<file path="src/rtl/nn_pe_pkg.sv">
// ---------------------------------------------------------------------------
// nn_pe_pkg
// Shared definitions for the neuron MAC processing element:
//   - activation-mode encodings (identity / ReLU / leaky ReLU / reserved)
//   - FSM state encoding for the vector sequencer
//   - leaky-ReLU shift amount
//   - a generic signed saturation helper used by the round/activate stage
// ---------------------------------------------------------------------------
package nn_pe_pkg;

    localparam logic [1:0] ACT_IDENT = 2'b00;
    localparam logic [1:0] ACT_RELU  = 2'b01;
    localparam logic [1:0] ACT_LEAKY = 2'b10;
    localparam logic [1:0] ACT_RSVD  = 2'b11;  // behaves as identity

    localparam int unsigned LEAKY_SHIFT = 3;

    // Working width of the saturation helper; any rounded accumulator value
    // (ACC_W + 1 - FRAC_W significant bits) must fit in it.
    localparam int unsigned SAT_MAX_W = 64;

    typedef enum logic [1:0] {
        StIdle,
        StAccum,
        StDrain,
        StHold
    } pe_state_e;

    // Clip x to the signed range of a w-bit two's-complement number.
    function automatic logic signed [SAT_MAX_W-1:0] sat_to_width(
        input logic signed [SAT_MAX_W-1:0] x,
        input int unsigned                 w
    );
        logic signed [SAT_MAX_W-1:0] hi;
        logic signed [SAT_MAX_W-1:0] lo;
        hi = (SAT_MAX_W'(1) <<< (w - 1)) - 1;
        lo = -hi - 1;
        if (x > hi) begin
            return hi;
        end else if (x < lo) begin
            return lo;
        end
        return x;
    endfunction

endpackage

</file>
<file path="src/rtl/pe_round_act.sv">
// ---------------------------------------------------------------------------
// pe_round_act
// Combinational output stage: rounds the full-precision total to the output
// Q format (half toward +inf), saturates to DATA_W and applies the selected
// activation function.
// Ports:
//   i_t     ACC_W   total (accumulator + last lane sum + aligned bias), signed
//   i_mode  2       activation mode
//   o_data  DATA_W  activated, saturated result
//   o_sat   1       set when the rounded value had to be clipped
// ---------------------------------------------------------------------------
module pe_round_act
    import nn_pe_pkg::*;
#(
    parameter int unsigned DATA_W = 16,
    parameter int unsigned FRAC_W = 8,
    parameter int unsigned ACC_W  = 40
) (
    input  logic [ACC_W-1:0]  i_t,
    input  logic [1:0]        i_mode,
    output logic [DATA_W-1:0] o_data,
    output logic              o_sat
);

    localparam logic signed [ACC_W:0] RND_HALF = (ACC_W + 1)'(1) <<< (FRAC_W - 1);

    logic signed [ACC_W:0]         w_rnd;
    logic signed [ACC_W:0]         w_shr;
    logic signed [SAT_MAX_W-1:0]   w_wide;
    logic signed [SAT_MAX_W-1:0]   w_clip;
    logic signed [DATA_W-1:0]      w_sat_val;
    logic signed [DATA_W-1:0]      w_leaky;

    always_comb begin
        // One guard bit so the rounding add cannot wrap.
        w_rnd     = (ACC_W + 1)'($signed(i_t)) + RND_HALF;
        w_shr     = w_rnd >>> FRAC_W;
        w_wide    = SAT_MAX_W'(w_shr);
        w_clip    = sat_to_width(w_wide, DATA_W);
        o_sat     = (w_clip != w_wide);
        w_sat_val = w_clip[DATA_W-1:0];
        w_leaky   = w_sat_val >>> LEAKY_SHIFT;

        o_data = w_sat_val;
        case (i_mode)
            ACT_RELU:  if (w_sat_val[DATA_W-1]) o_data = '0;
            ACT_LEAKY: if (w_sat_val[DATA_W-1]) o_data = w_leaky;
            default:   o_data = w_sat_val;
        endcase
    end

endmodule

</file>
<file path="src/rtl/neuron_mac_pe.sv">
// ---------------------------------------------------------------------------
// neuron_mac_pe
// Streaming neuron MAC: accumulates LANES activation*weight products per beat
// over a multi-beat vector, adds a bias, rounds/saturates to DATA_W and applies
// an activation. Three-stage pipeline (products, lane sum, accumulate/output).
// Ports:
//   clk, rst               clock; synchronous active-low reset
//   in_valid/in_ready      beat handshake; in_last marks the final beat
//   act_i, wt_i            LANES packed signed operands, lane k at [k*DATA_W +: DATA_W]
//   bias_i, act_mode       sampled on the first beat of a vector
//   out_valid/out_ready    result handshake
//   out_data, out_sat      activated result and saturation flag
//   out_beats              beats accepted for the result (sticks at max)
// ---------------------------------------------------------------------------
module neuron_mac_pe
    import nn_pe_pkg::*;
#(
    parameter int unsigned LANES  = 4,
    parameter int unsigned DATA_W = 16,
    parameter int unsigned FRAC_W = 8,
    parameter int unsigned CNT_W  = 8,
    parameter int unsigned ACC_W  = 40
) (
    input  logic                    clk,
    input  logic                    rst,
    input  logic                    in_valid,
    output logic                    in_ready,
    input  logic                    in_last,
    input  logic [LANES*DATA_W-1:0] act_i,
    input  logic [LANES*DATA_W-1:0] wt_i,
    input  logic [DATA_W-1:0]       bias_i,
    input  logic [1:0]              act_mode,
    output logic                    out_valid,
    input  logic                    out_ready,
    output logic [DATA_W-1:0]       out_data,
    output logic                    out_sat,
    output logic [CNT_W-1:0]        out_beats
);

    localparam int unsigned PROD_W = 2 * DATA_W;
    localparam int unsigned SUM_W  = PROD_W + $clog2(LANES);

    pe_state_e                 r_state;

    // Stage 1: per-lane products
    logic signed [PROD_W-1:0]  r_prod [LANES];
    logic                      r_v1;
    logic                      r_last1;
    // Stage 2: lane sum
    logic signed [SUM_W-1:0]   r_sum;
    logic                      r_v2;
    logic                      r_last2;

    logic signed [ACC_W-1:0]   r_acc;
    logic signed [DATA_W-1:0]  r_bias;
    logic [1:0]                r_mode;
    logic [CNT_W-1:0]          r_beats;

    logic                      r_out_valid;
    logic [DATA_W-1:0]         r_out_data;
    logic                      r_out_sat;
    logic [CNT_W-1:0]          r_out_beats;

    logic                      w_accept;
    logic signed [PROD_W-1:0]  w_prod [LANES];
    logic signed [SUM_W-1:0]   w_sum;
    logic signed [ACC_W-1:0]   w_t;
    logic [DATA_W-1:0]         w_data;
    logic                      w_sat;

    assign in_ready = rst & ((r_state == StIdle) | (r_state == StAccum));
    assign w_accept = in_valid & in_ready;

    assign out_valid = r_out_valid;
    assign out_data  = r_out_data;
    assign out_sat   = r_out_sat;
    assign out_beats = r_out_beats;

    always_comb begin
        for (int k = 0; k < LANES; k++) begin
            w_prod[k] = PROD_W'($signed(act_i[k*DATA_W +: DATA_W]))
                      * PROD_W'($signed(wt_i[k*DATA_W +: DATA_W]));
        end
    end

    always_comb begin
        w_sum = '0;
        for (int k = 0; k < LANES; k++) begin
            w_sum = w_sum + SUM_W'(r_prod[k]);
        end
    end

    // Total seen by the output stage: running sum, final beat, bias aligned
    // to the product fraction (2*FRAC_W) by shifting it up FRAC_W bits.
    assign w_t = r_acc + ACC_W'(r_sum) + (ACC_W'(r_bias) <<< FRAC_W);

    pe_round_act #(
        .DATA_W (DATA_W),
        .FRAC_W (FRAC_W),
        .ACC_W  (ACC_W)
    ) u_round_act (
        .i_t    (w_t),
        .i_mode (r_mode),
        .o_data (w_data),
        .o_sat  (w_sat)
    );

    // Datapath pipeline registers.
    always_ff @(posedge clk) begin
        if (!rst) begin
            r_v1    <= 1'b0;
            r_last1 <= 1'b0;
            r_v2    <= 1'b0;
            r_last2 <= 1'b0;
            r_sum   <= '0;
            for (int k = 0; k < LANES; k++) begin
                r_prod[k] <= '0;
            end
        end else begin
            r_v1    <= w_accept;
            r_last1 <= w_accept & in_last;
            if (w_accept) begin
                for (int k = 0; k < LANES; k++) begin
                    r_prod[k] <= w_prod[k];
                end
            end
            r_v2    <= r_v1;
            r_last2 <= r_last1;
            if (r_v1) begin
                r_sum <= w_sum;
            end
        end
    end

    // Sequencer, accumulator and registered outputs.
    always_ff @(posedge clk) begin
        if (!rst) begin
            r_state     <= StIdle;
            r_acc       <= '0;
            r_bias      <= '0;
            r_mode      <= ACT_IDENT;
            r_beats     <= '0;
            r_out_valid <= 1'b0;
            r_out_data  <= '0;
            r_out_sat   <= 1'b0;
            r_out_beats <= '0;
        end else begin
            if (w_accept && (r_beats != '1)) begin
                r_beats <= r_beats + CNT_W'(1);
            end

            // Stage 3: the final beat writes the output instead of the accumulator.
            if (r_v2) begin
                if (r_last2) begin
                    r_out_valid <= 1'b1;
                    r_out_data  <= w_data;
                    r_out_sat   <= w_sat;
                    r_out_beats <= r_beats;
                end else begin
                    r_acc <= r_acc + ACC_W'(r_sum);
                end
            end

            case (r_state)
                StIdle: begin
                    if (w_accept) begin
                        r_bias  <= $signed(bias_i);
                        r_mode  <= act_mode;
                        r_state <= in_last ? StDrain : StAccum;
                    end
                end
                StAccum: begin
                    if (w_accept && in_last) begin
                        r_state <= StDrain;
                    end
                end
                StDrain: begin
                    if (r_v2 && r_last2) begin
                        r_state <= StHold;
                    end
                end
                StHold: begin
                    if (out_ready) begin
                        r_out_valid <= 1'b0;
                        r_acc       <= '0;
                        r_beats     <= '0;
                        r_state     <= StIdle;
                    end
                end
                default: r_state <= StIdle;
            endcase
        end
    end

endmodule

</file>
<file path="config.mk">
export PLATFORM = sky130hd
export DESIGN_NAME = neuron_mac_pe
export DESIGN_NICKNAME = d
export VERILOG_FILES = /design/src/rtl/nn_pe_pkg.sv /design/src/rtl/pe_round_act.sv /design/src/rtl/neuron_mac_pe.sv
export SDC_FILE = /design/constraint.sdc
export NUM_CORES = 2
export LEC_CHECK = 0
export ABC_CLOCK_PERIOD_IN_PS = 25600
export CAP_MARGIN = 15
export CORE_ASPECT_RATIO = 0.75
export CORE_MARGIN = 2
export CORE_UTILIZATION = 60
export CTS_BUF_LIST = sky130_fd_sc_hd__clkbuf_4
export CTS_CLUSTER_DIAMETER = 120
export DETAILED_ROUTE_END_ITERATION = 8
export GPL_ROUTABILITY_DRIVEN = 0
export PLACE_DENSITY = 0.78
export SYNTH_ARGS = -nofsm -noshare
export SYNTH_HDL_FRONTEND = slang
export SYNTH_SLANG_ARGS = --single-unit
</file>
<file path="constraint.sdc">
create_clock -name clk -period 25.6 [get_ports clk]
set_clock_uncertainty 0.1 [all_clocks]
set_input_delay 7.68 -clock clk [delete_from_list [all_inputs] [get_ports clk]]
set_output_delay 7.68 -clock clk [all_outputs]
set_load 0.03 [all_outputs]
</file>
; ---- Yosys cells after proc, flatten, opt, wreduce, memory -nomap -nowiden
; Memory sizes are Yosys's and may differ from the RTL's.
; Index checks and enable logic that the tools add are counted.
[op_classes]
n_mul = 4
eq_ne = 11
magnitude_cmp = 2
bitwise_logic = 8
reduce_logical = 7
muxes = 33
addsub = 7
[op_table]
columns = op, n
row1 = 64-bit 2-to-1 mux, 3
row2 = 40-bit 2-to-1 mux, 4
row3 = 16-bit by 16-bit multiplier with 32-bit output, 4
row4 = 32-bit 2-to-1 mux, 4
row5 = 64-bit by 33-bit != test with 1-bit output, 1
row6 = "40-bit by 9-bit adder with 41-bit output, second input constant", 1
row7 = 40-bit by 24-bit adder with 40-bit output, 1
row8 = 40-bit by 34-bit adder with 40-bit output, 1
row9 = 33-bit by 32-bit adder with 34-bit output, 1
row10 = 34-bit by 32-bit adder with 34-bit output, 1
row11 = 32-bit by 32-bit adder with 33-bit output, 1
row12 = "33-bit by 16-bit > comparator with 1-bit output, second input constant", 1
row13 = "33-bit by 16-bit less-than comparator with 1-bit output, second input constant", 1
row14 = 16-bit case mux with 2 select lines, 1
row15 = 8-bit 2-to-1 mux, 3
row16 = 16-bit 2-to-1 mux, 1
row17 = 15-bit 2-to-1 mux, 1
row18 = 1-bit 2-to-1 mux, 10
row19 = 2-bit 2-to-1 mux, 5
row20 = "8-bit by 1-bit adder with 8-bit output, second input constant", 1
row21 = "8-bit != test, second input constant", 1
row22 = 2-bit case mux with 4 select lines, 1
row23 = "2-bit equality test, second input constant", 3
row24 = "2-bit != test, second input constant", 3
row25 = 8 further kinds, 18
[word_totals]
inputBits = 151
regBits = 132
n_memories = 1
mem_bits_rw = 128
[memory_table]
columns = memory, depth, width, read_ports, rd_ports_with_merged_regs, wr, line_no
row1 = r_prod, 4, 32, 4, 0, 4, neuron_mac_pe.sv:46  ; logic signed [PROD_W-1:0] r_prod [LANES];

; ---- Depth between registers and ports, before layout
[logic_depth]
word_depth = 9
mapped_depth = 30

; ---- By module
; Synthesis repeated with hierarchy kept, for this count alone.
[hier_totals]
hier_cells = 6091
area_unflattened_um2 = 55967.4
[modules_own_cells]
columns = mod, cells_per_inst, seq_area_each_um2, n_inst, area_each_um2
row1 = neuron_mac_pe, 5848, 6486.2, 1, 54436.0
row2 = pe_round_act, 243, 0.0, 1, 1531.5

; ---- Worst setup path after synthesis
; No wires, ideal clock.
[synth_timing]
kind = input port to output port
start = input port rst
end = output port in_ready
arrival_ns = 8.699
setup_slack_ns = 9.121
required_ns = 17.820
cell_stages = 4
cell_sequence = clkbuf_1 > inv_1 > nor2_1 > clkbuf_1
[synth_between]
elab_chain_len = 1
[synth_rtl]
columns = item, line_no
row1 = start: declaration, neuron_mac_pe.sv:25  ; input logic rst,
row2 = 1-bit bitwise AND, neuron_mac_pe.sv:71  ; assign in_ready = rst & ((r_state == StIdle) | (r_state == StAccum));
row3 = end: declaration, neuron_mac_pe.sv:27  ; output logic in_ready,
; No other way between the ends.

; ---- Final worst setup path
; Ends and elaborated chain as after synthesis.

==> results.sh <==
export IMPL_core_rowCount=96
export IMPL_numPortBuffers=177
export IMPL_wl_met3_mm=10.9
export IMPL_syn_inst=6063
export IMPL_met1_length_mm=58.4
export IMPL_synth_top_area_cell="fa_1"
export IMPL_dieArea_sq_um=95300
export IMPL_cts_setup_buffers=0
export IMPL_drc=0
export IMPL_drtIter0Drc=3203
export IMPL_synth_area_mux_share=0.00802
export IMPL_synth_seq_cells=260
export IMPL_yosysSeqAreaShare=0.116
export IMPL_final_antenna_net_count=0
export IMPL_drv_cap=0
export IMPL_ys_types=97
export IMPL_wl_met2_mm=62.3
export IMPL_cts_tree="yes"
export IMPL_fmax_mhz=56.8
export IMPL_synth_edff_count=128
export IMPL_place_area_sq_um=58400
export IMPL_grt_max_degree=85
export IMPL_min_path_type="reg -> reg"
export IMPL_wl_per_cell_um=18.2
export IMPL_die_x_um=356
export IMPL_rsz0062_at_grt="false"
export IMPL_async_reset_ff_frac=0
export IMPL_nNetsFinal=7832
export IMPL_period_share=0.688
export IMPL_antenna_found_initial=6
export IMPL_start_util=0.607
export IMPL_clockBufferDepth=3
export IMPL_ios=178
export IMPL_synth_top_family_by_area="adder cells"
export IMPL_fin_area_sq_um=59300
export IMPL_syn2layout_area_growth_pct=6.42
export IMPL_numCtsBuffers=70
export IMPL_clk_pin_slew_worst_paths_ns=0.06
export IMPL_synth_avg_cell_area_sq_um=9.18
export IMPL_tightest_slew_ns=1.04
export IMPL_hpwl_mm=110
export IMPL_synthAdderAreaFrac=0.500
export IMPL_layout_cells_non_filler=7406
export IMPL_drive_gt1_frac=0.0295
export IMPL_ctsHoldBuffers=0
export IMPL_die_height_um=268
export IMPL_finalSetupTns_ns=0
export IMPL_setup_viol=0
export IMPL_dp_cells=7279
export IMPL_hold_violations=0
export IMPL_grt_pass1_vias=44200
export IMPL_status="finished clean"
export IMPL_synthFlopType="dfxtp_1"
export IMPL_synth_compound_area_frac=0.0790
export IMPL_htreeDepth=3
export IMPL_clock_root_buffer="clkbuf_4"
export IMPL_cts_resized=0
export IMPL_maxSlewHeadroom=0.303
export IMPL_insertion_delay_ns=0.83
export IMPL_synth_xor_area_share=0.0359
export IMPL_routed_via_density=5.69
export IMPL_fp_coreArea_sq_um=91800
export IMPL_drt_first_pass_iters=6
export IMPL_route_vias_total=42100
export IMPL_yosys_warnings=0
export IMPL_cp_arrival_ns=9.83
export IMPL_synth_top_area_share=0.401
export IMPL_grt_overflow_total=0
export IMPL_synthTopCellsByArea="fa_1, ha_1, inv_1, edfxtp_1, nand2_1"
export IMPL_yosysMostFrequentCell="inv_1"
export IMPL_crit_type="in -> out"
export IMPL_netlist_top_cells_count="inv_1, fa_1, nand2_1, ha_1, and2_1"
export IMPL_yosys_area_share_simple=0.168
export IMPL_post_route_min_period_ns=17.61
export IMPL_grt_pass1_wl_mm=227
export IMPL_synth_nets=7769
export IMPL_grt_use_total=0.296
export IMPL_worstPathMaxFanout=66
export IMPL_startpoint_type="primary input"
export IMPL_highest_layer="met5"
export IMPL_endpoint_kind="primary output"
export IMPL_cts_sinks=260
export IMPL_drv_slew=0
export IMPL_routed_wl_mm=135
export IMPL_netlist_area_sq_um=55700
export IMPL_critical_path_required_ns=17.82
==> cell families (layout without fill, tap and decap cells) <==
logic type,after synthesis,count (layout)
buffers and inverters,1373,1485
flip-flops,260,260
multiplexers,44,44
XOR/XNOR,228,228
adder cells (fa/ha/maj),1555,1555
other,0,6
AO/OA/AOI/OAI,681,681
AND/OR/NAND/NOR,1922,1922
==> final cells by class <==
class	count	area [sq um]
Inverter	1169	4390
Fill cell	7428	32500
Clock inverter	29	199
Multi-Input combinational cell	4430	44000
Sequential cell	260	6490
Timing Repair Buffer	195	1910
Tap cell	1225	1530
Antenna cell	6	15.0
Clock buffer	92	691
==> metal layers <==
metal  global-route usage  up-vias
met5                    0        -
met4               0.0688        2
met2                0.474     1722
met3               0.0479      245
met1                0.425    21100
li1                     -    19100
==> registers in the layout, summed over array words and instances (netlist names) <==
| signal | count |
|---|---|
| out_sat | 1 |
| r_v1 | 1 |
| r_state | 2 |
| r_mode | 2 |
| r_prod | 128 |
| r_v2 | 1 |
| r_last2 | 1 |
| r_beats | 8 |
| r_sum | 34 |
| out_beats | 8 |
| r_bias | 16 |
| out_valid | 1 |
| r_last1 | 1 |
| out_data | 16 |
| r_acc | 40 |
==> per-stage QoR <==
step	hold WS (ns)	util	worst slack (ns)
3_5_place_dp	0.338	0.636	8.02
4_1_cts	0.347	0.646	8.01
5_1_grt	0.373	0.646	7.92
2_1_floorplan	0.312	-	9.12
3_3_place_gp	0.327	0.636	8.00
6_report	0.342	0.646	7.99
==> cells in the final DEF (no fill, tap or decap), drive strengths merged, types with 71 or more instances in the layout <==
cell and count:
clkbuf 92, ha 440, clkdlybuf4s50 177, xnor2 152, nor3 94, xor2 76, fa 1115, inv 1171
dfxtp 132, nand2 801, a21oi 239, o21ai 120, nor2 260, and2 412, nand2b 105, edfxtp 128
a21o 71
==> worst max-delay path, cell delays in order <==
cell and delay (ns):
clkdlybuf4s50_1 0.45, buf_4 0.32, inv_2 0.04, buf_4 0.37, nor2_2 0.23, clkdlybuf4s50_1 0.68
==> path summary, 6_finish.rpt <==
| path | from | end | slack (ns) | cells past startpoint |
|---|---|---|---|---|
| max | rst | in_ready | 7.99 | 6 |
| min | r_last1 | r_last2 | 0.34 | 1 |
| min reg2reg | r_last1 | r_last2 | 0.34 | 1 |
| max reg2reg | r_sum[0] | out_data[14] | 16.66 | 30 |
Power is left out: the tool's default activity adds up to more than one toggle a clock period on the data nets, which glitch-free logic cannot reach.
